--- config.mk ---
export PLATFORM = sky130hd
export DESIGN_NAME = uart_tx_arbiter_flat
export DESIGN_NICKNAME = d
export VERILOG_FILES = /design/src/rtl/uart_ctrl_pkg.sv /design/src/rtl/uart_tx_arbiter_if.sv /design/src/rtl/rr_arbiter.sv /design/src/rtl/uart_tx_arbiter.sv /design/src/flat_wrapper.sv
export SDC_FILE = /design/constraint.sdc
export NUM_CORES = 1
export LEC_CHECK = 0
export ABC_AREA = 1
export CAP_MARGIN = 20
export CELL_PAD_IN_SITES_DETAIL_PLACEMENT = 1
export CELL_PAD_IN_SITES_GLOBAL_PLACEMENT = 1
export CORE_ASPECT_RATIO = 0.5
export CORE_UTILIZATION = 34
export DETAILED_ROUTE_END_ITERATION = 12
export GPL_TIMING_DRIVEN = 0
export PLACE_DENSITY = 0.8
export SKIP_CTS_REPAIR_TIMING = 1
export SKIP_LAST_GASP = 1
export SLEW_MARGIN = 20
export SYNTH_ARGS = -nofsm -noshare
export SYNTH_HDL_FRONTEND = slang
export SYNTH_SLANG_ARGS = --single-unit
export TNS_END_PERCENT = 100
--- constraint.sdc ---
create_clock -name clock_i -period 4.1 [get_ports clock_i]
set_input_delay 0.41 -clock clock_i [delete_from_list [all_inputs] [get_ports clock_i]]
set_output_delay 0.41 -clock clock_i [all_outputs]
set_load 0.02 [all_outputs]
--- src/rtl/uart_ctrl_pkg.sv ---
// Shared types and constants for the UART transmit arbiter slice.
// Optional build macro used by this slice: UART_TX_ARB_LOCK_EN.
package uart_ctrl_pkg;

  // Transfer sequencing states of the arbiter FSM.
  typedef enum logic [1:0] {
    IDLE      = 2'd0,
    LAUNCH    = 2'd1,
    WAIT_BUSY = 2'd2,
    WAIT_DONE = 2'd3
  } arb_state_t;

  // Byte width of the UART core.
  localparam int UART_DATA_W = 8;

  // Default cycles allowed between txen and tx_ing rising.
  localparam int START_TIMEOUT_DEF = 16;

endpackage

--- src/rtl/uart_tx_arbiter_if.sv ---
// Requester handshake and UART-side signals of the transmit arbiter.
// The slave modport is the arbiter; the master modport is the environment
// (byte producers plus UART core). Build macro: UART_TX_ARB_LOCK_EN adds
// the per-requester lock vector.
interface uart_tx_arbiter_if #(
  parameter int N_REQ  = 4,
  parameter int DATA_W = 8
);
  logic [N_REQ-1:0]        req_valid_i;
  logic [N_REQ*DATA_W-1:0] req_data_i;
  logic [N_REQ-1:0]        req_ready_o;
  logic                    txen_o;
  logic [DATA_W-1:0]       tx_data_o;
  logic                    tx_ing_i;
`ifdef UART_TX_ARB_LOCK_EN
  logic [N_REQ-1:0]        req_lock_i;

  modport slave (
    input  req_valid_i, req_data_i, req_lock_i, tx_ing_i,
    output req_ready_o, txen_o, tx_data_o
  );

  modport master (
    output req_valid_i, req_data_i, req_lock_i, tx_ing_i,
    input  req_ready_o, txen_o, tx_data_o
  );
`else
  modport slave (
    input  req_valid_i, req_data_i, tx_ing_i,
    output req_ready_o, txen_o, tx_data_o
  );

  modport master (
    output req_valid_i, req_data_i, tx_ing_i,
    input  req_ready_o, txen_o, tx_data_o
  );
`endif
endinterface

--- src/rtl/rr_arbiter.sv ---
// Combinational round-robin picker: first active request searching upward
// from last_ptr+1, wrapping from N_REQ-1 back to 0.
module rr_arbiter #(
  parameter int N_REQ = 4
) (
  input  logic [N_REQ-1:0]         req,
  input  logic [$clog2(N_REQ)-1:0] last_ptr,
  output logic [N_REQ-1:0]         grant,
  output logic [$clog2(N_REQ)-1:0] grant_idx,
  output logic                     any_req
);
  localparam int IDX_W = $clog2(N_REQ);

  int               idx;
  logic [IDX_W-1:0] idx_w;
  logic             found;

  assign any_req = |req;

  // Walk the N_REQ positions after the pointer and keep the first hit.
  always_comb begin
    grant     = '0;
    grant_idx = '0;
    found     = 1'b0;
    idx       = 0;
    idx_w     = '0;
    for (int off = 1; off <= N_REQ; off++) begin
      idx   = (int'(last_ptr) + off) % N_REQ;
      idx_w = idx[IDX_W-1:0];
      if (!found && req[idx_w]) begin
        found        = 1'b1;
        grant[idx_w] = 1'b1;
        grant_idx    = idx_w;
      end
    end
  end

endmodule

--- src/rtl/uart_tx_arbiter.sv ---
// Round-robin arbiter sharing one UART transmitter among N_REQ producers.
// Each accepted byte is launched with a txen pulse and the block waits for
// the UART's tx_ing to rise and fall before serving the next requester.
// Build macro UART_TX_ARB_LOCK_EN adds packet locking (req_lock_i, lock_o).
module uart_tx_arbiter
  import uart_ctrl_pkg::*;
#(
  parameter int N_REQ         = 4,
  parameter int DATA_W        = UART_DATA_W,
  parameter int START_TIMEOUT = START_TIMEOUT_DEF
) (
  input  logic                     clock_i,
  input  logic                     resetn_i,
  uart_tx_arbiter_if.slave         bus,
  output logic [$clog2(N_REQ)-1:0] grant_id_o,
  output logic                     busy_o,
  output logic                     start_err_o
`ifdef UART_TX_ARB_LOCK_EN
  ,
  output logic                     lock_o
`endif
);
  localparam int IDX_W = $clog2(N_REQ);
  localparam int CNT_W = $clog2(START_TIMEOUT + 1);

  arb_state_t        state_reg;
  logic [IDX_W-1:0]  ptr_reg;
  logic [IDX_W-1:0]  grant_id_reg;
  logic [DATA_W-1:0] tx_data_reg;
  logic              txen_reg;
  logic              err_reg;
  logic [CNT_W-1:0]  cnt_reg;

  logic [N_REQ-1:0]  grant_vec;
  logic [IDX_W-1:0]  grant_idx;
  logic              any_req;
  logic              can_grant;
  logic [DATA_W-1:0] req_bytes [N_REQ];

  // Unpack the flat data bus into one byte per requester.
  for (genvar gi = 0; gi < N_REQ; gi++) begin : g_unpack
    assign req_bytes[gi] = bus.req_data_i[gi*DATA_W +: DATA_W];
  end

  rr_arbiter #(.N_REQ(N_REQ)) u_rr (
    .req       (bus.req_valid_i),
    .last_ptr  (ptr_reg),
    .grant     (grant_vec),
    .grant_idx (grant_idx),
    .any_req   (any_req)
  );

  // A grant needs an idle FSM and an idle UART; reset also masks ready so
  // no producer sees a phantom accept while the block is held in reset.
  assign can_grant       = (state_reg == IDLE) && !bus.tx_ing_i && any_req && resetn_i;
  assign bus.req_ready_o = can_grant ? grant_vec : '0;

  assign bus.txen_o    = txen_reg;
  assign bus.tx_data_o = tx_data_reg;
  assign grant_id_o    = grant_id_reg;
  assign busy_o        = (state_reg != IDLE);
  assign start_err_o   = err_reg;

`ifdef UART_TX_ARB_LOCK_EN
  logic             lock_reg;
  logic             lock_hold;
  logic [IDX_W-1:0] ptr_hold;

  // A lock only counts while the locked requester still has a byte queued.
  assign lock_hold = bus.req_lock_i[grant_id_reg] & bus.req_valid_i[grant_id_reg];
  // Rewind the pointer one slot so the search starts at the locked requester.
  assign ptr_hold  = (grant_id_reg == '0) ? IDX_W'(N_REQ - 1) : grant_id_reg - 1'b1;
  assign lock_o    = lock_reg;
`endif

  // Transfer sequencer: grant, launch, wait for tx_ing rise, wait for fall.
  always_ff @(posedge clock_i or negedge resetn_i) begin
    if (!resetn_i) begin
      state_reg    <= IDLE;
      ptr_reg      <= IDX_W'(N_REQ - 1);
      grant_id_reg <= '0;
      tx_data_reg  <= '0;
      txen_reg     <= 1'b0;
      err_reg      <= 1'b0;
      cnt_reg      <= '0;
`ifdef UART_TX_ARB_LOCK_EN
      lock_reg     <= 1'b0;
`endif
    end else begin
      txen_reg <= 1'b0;
      err_reg  <= 1'b0;
      unique case (state_reg)
        IDLE: begin
`ifdef UART_TX_ARB_LOCK_EN
          if (lock_reg && !bus.req_valid_i[grant_id_reg]) begin
            lock_reg <= 1'b0;
            ptr_reg  <= grant_id_reg;
          end
`endif
          if (can_grant) begin
            tx_data_reg  <= req_bytes[grant_idx];
            grant_id_reg <= grant_idx;
            ptr_reg      <= grant_idx;
            txen_reg     <= 1'b1;
            state_reg    <= LAUNCH;
`ifdef UART_TX_ARB_LOCK_EN
            lock_reg     <= 1'b0;
`endif
          end
        end
        LAUNCH: begin
          cnt_reg   <= '0;
          state_reg <= WAIT_BUSY;
        end
        WAIT_BUSY: begin
          if (bus.tx_ing_i) begin
            state_reg <= WAIT_DONE;
          end else if (cnt_reg == CNT_W'(START_TIMEOUT - 1)) begin
            err_reg   <= 1'b1;
            state_reg <= IDLE;
`ifdef UART_TX_ARB_LOCK_EN
            if (lock_hold) begin
              ptr_reg  <= ptr_hold;
              lock_reg <= 1'b1;
            end
`endif
          end else begin
            cnt_reg <= cnt_reg + 1'b1;
          end
        end
        WAIT_DONE: begin
          if (!bus.tx_ing_i) begin
            state_reg <= IDLE;
`ifdef UART_TX_ARB_LOCK_EN
            if (lock_hold) begin
              ptr_reg  <= ptr_hold;
              lock_reg <= 1'b1;
            end
`endif
          end
        end
        default: state_reg <= IDLE;
      endcase
    end
  end

endmodule

--- src/flat_wrapper.sv ---
// flat-port wrapper written by rule: the top's interface ports become plain ports
module uart_tx_arbiter_flat import uart_ctrl_pkg::*;
#(
  parameter int N_REQ         = 4,
  parameter int DATA_W        = UART_DATA_W,
  parameter int START_TIMEOUT = START_TIMEOUT_DEF
)
  (clock_i, resetn_i, grant_id_o, busy_o, start_err_o, bus_req_valid_i, bus_req_data_i, bus_tx_ing_i, bus_req_ready_o, bus_txen_o, bus_tx_data_o);
  uart_tx_arbiter_if #(.N_REQ(N_REQ), .DATA_W(DATA_W)) bus_i ();
  input  logic clock_i;
  input  logic resetn_i;
  output logic [$clog2(N_REQ)-1:0] grant_id_o;
  output logic busy_o;
  output logic start_err_o;
  input wire logic [$bits(bus_i.req_valid_i)-1:0] bus_req_valid_i;
  input wire logic [$bits(bus_i.req_data_i)-1:0] bus_req_data_i;
  input wire logic [$bits(bus_i.tx_ing_i)-1:0] bus_tx_ing_i;
  output wire logic [$bits(bus_i.req_ready_o)-1:0] bus_req_ready_o;
  output wire logic [$bits(bus_i.txen_o)-1:0] bus_txen_o;
  output wire logic [$bits(bus_i.tx_data_o)-1:0] bus_tx_data_o;
  assign bus_i.req_valid_i = bus_req_valid_i;
  assign bus_i.req_data_i = bus_req_data_i;
  assign bus_i.tx_ing_i = bus_tx_ing_i;
  assign bus_req_ready_o = bus_i.req_ready_o;
  assign bus_txen_o = bus_i.txen_o;
  assign bus_tx_data_o = bus_i.tx_data_o;
  uart_tx_arbiter #(.N_REQ(N_REQ), .DATA_W(DATA_W), .START_TIMEOUT(START_TIMEOUT)) u_core (.clock_i(clock_i), .resetn_i(resetn_i), .bus(bus_i), .grant_id_o(grant_id_o), .busy_o(busy_o), .start_err_o(start_err_o));
endmodule
==> results.md <==
- Gr ovfl total: 0
- Global-route wire length before repair: 8440 microns
- Htree depth: 1
- Final WL: 5030 microns
- CP startpoint kind: input pin
- Worst-Margin Slew: 963 ps
- Mapped Nets: 278
- Synthesis Warnings: 0
- Final period utilization: 86.7%
- Yosys cell types: 36
- Max_slew headroom: 35.6%
- P_leak: 1.11 nW
- P&R area growth vs syn: 40.8%
- Most frequent cells in the layout: 65 x nand2_1, 55 x clkdlybuf4s50_1, 44 x nand3_1
- Pre-antenna DRT Iters: 4
- Internal power: 922 uW
- Post-layout min period: 3560 ps
- Placement Cell Area: 2300 sq um
- Die area: 5200 sq um
- Ys flop type: dfrtp_1
- Fmax: 0.281 GHz
- Final Hold Viols: 0
- GRT Overall Usage: 20.8%
- Min-Delay Path Class: flip-flop to flip-flop
- ANT cells: 0
- I/O Buffers: 55
- Worst skew pair latency: 260 ps
- Crit Path Class: input pin to output port
- NetSw: 1.11 mW
- Final-stage net count: 338
- Final GP Congestion: 0.842
- Design area: 2340 sq um
- PD cells: 867 nW/um^2
- Asr flop ratio synth: 100%
- Die H: 51.5 microns
- Final setup fails: 0
- Longest Clk Path Bufs: 2
- Initial drt markers: 56
- Post-placement cell count: 350
- Seq/Total Area, Yosys: 31.7%
- Commonest non-fill, non-tap cell in the layout: nand2_1
- Final Non-Filler Cells: 354
- Clk slew on worst S/H paths: 70 ps
- Hold_ws: 469 ps
- Final core occ: 51.5%
- VDD IR max: 0.296 mV
- DR WL/cell: 14.2 microns
- I/O pin count: 56
- CTS Root Cell: clkbuf_8
- Crit path capture type: output port
- Worst setup margin: 543 ps
- Sequential power share: 18.1%
- Switching Share: 54.6%
- Core Footprint: 4550 sq um
- RSZ-0062 raised after global routing: false
- Number of global-route vias before repair: 1788
- Drt drc: 0
- Syn Area/Cell: 7.27 sq um
- Worst Path Max Fanout: 22
- Maxcap violations: 0
- Power consumption: 2.03 mW
- CTS tree: done
- Largest net degree at the start of global routing: 23
- Die Wd: 101 microns
- Via Count: 1771
- Worst EP required: 3690 ps
- HPWL Detailed: 4080 microns
- Setup TNS: 0 ps
- Comb pwr share: 75.3%
- Outcome: finished, final reports clean
- Layout cells sized above 1: 9.38%
- Row Count: 17
- Syn Inst Count: 229
- Slew Viols, Final: 0
- Post-route ant nets: 0
- Worst slack, placed: 484 ps
- Cts bufs inserted: 3
- #FFs+latches synth: 21
- Initial Util: 36.6%
- Clock network fraction of total power: 6.5%
- Initial antenna violation count: 0
- Number of sinks on the clock net: 21
- Number of synthesized flops with an enable pin: 0
- Largest register FFs: 8
- Worst Skew: 1.59 ps
- Vias/cell: 5.00
- Fillers: 604
- Mapped cell area: 1660 sq um
- Critical path data arrival time: 3150 ps
==> synth_stat cells (2+ instances only) <==
library cell	instances	area (sq um)
o22ai_1	2	12.5
ha_1	10	125
nor4_1	2	12.5
o221ai_1	2	17.5
buf_2	2	10.0
inv_1	26	97.6
buf_6	2	22.5
dfrtp_1	19	475
nand3_2	4	40.0
nand3_1	44	220
a31oi_1	3	18.8
nand2_2	2	12.5
a22oi_1	2	15.0
nor3_1	2	10.0
nand2_4	4	45.0
o21ai_0	7	35.0
nand4_1	2	12.5
a21oi_1	4	20.0
dfstp_2	2	52.6
nand2_1	65	244
nor2_1	8	30.0
==> final cells by class <==
cell class                      instances  area [sq um]  share of cell area [%]
Multi-Input combinational cell        173           981                    41.9
Timing Repair Buffer                   55           551                    23.5
Sequential cell                        21           528                    22.5
Inverter                               28           108                    4.59
Tap cell                               66          82.6                    3.53
Buffer                                  7          47.5                    2.03
Clock buffer                            4          45.0                    1.92
==> routing by layer <==
metal,track usage (%),part of all wire (%),vias up
met5,0,0,-
met4,2.90,0.28,0
met3,3.01,2.6,2
met2,37.7,49,28
met1,27.1,48,862
li1,-,-,879
==> worst max-delay path, stage by stage <==
cell and delay [ps]:
clkdlybuf4s50_1 1100, and2_1 230, buf_2 190, buf_1 430, nand2_1 110, inv_1 70
clkdlybuf4s50_1 590
==> cell families after synthesis <==
family                   Yosys count  share of synthesized area, %
AND/OR/NAND/NOR                  138                          41.6
buffers and inverters             35                          9.32
AO/OA/AOI/OAI                     25                          9.85
flip-flops                        21                          31.7
adder cells (fa/ha/maj)           10                          7.52
==> power by group through the flow <==
stage	combinational [mW]	sequential [mW]	clock (mW)
detailed placement	1.53	0.372	0
CTS	1.54	0.369	0.140
finish	1.53	0.368	0.133
global placement	1.48	0.367	0
global route	1.71	0.379	0.146
floorplan	1.05	0.410	0
==> path summary, 6_finish.rpt <==
check,start,slack (ps),cells after the start,to
max,resetn_i,540,7,bus_req_ready_o[2]
min,u_core.state_reg[0],470,1,u_core.start_err_o
max reg2reg,u_core.ptr_reg[0],1400,14,u_core.bus.tx_data_o[0]
min reg2reg,u_core.state_reg[0],470,1,u_core.start_err_o
max in group asynchronous,resetn_i,2830,1,u_core.state_reg[1]
min in group asynchronous,resetn_i,690,1,u_core.grant_id_o[1]
Power figures use the tool's default switching activity.
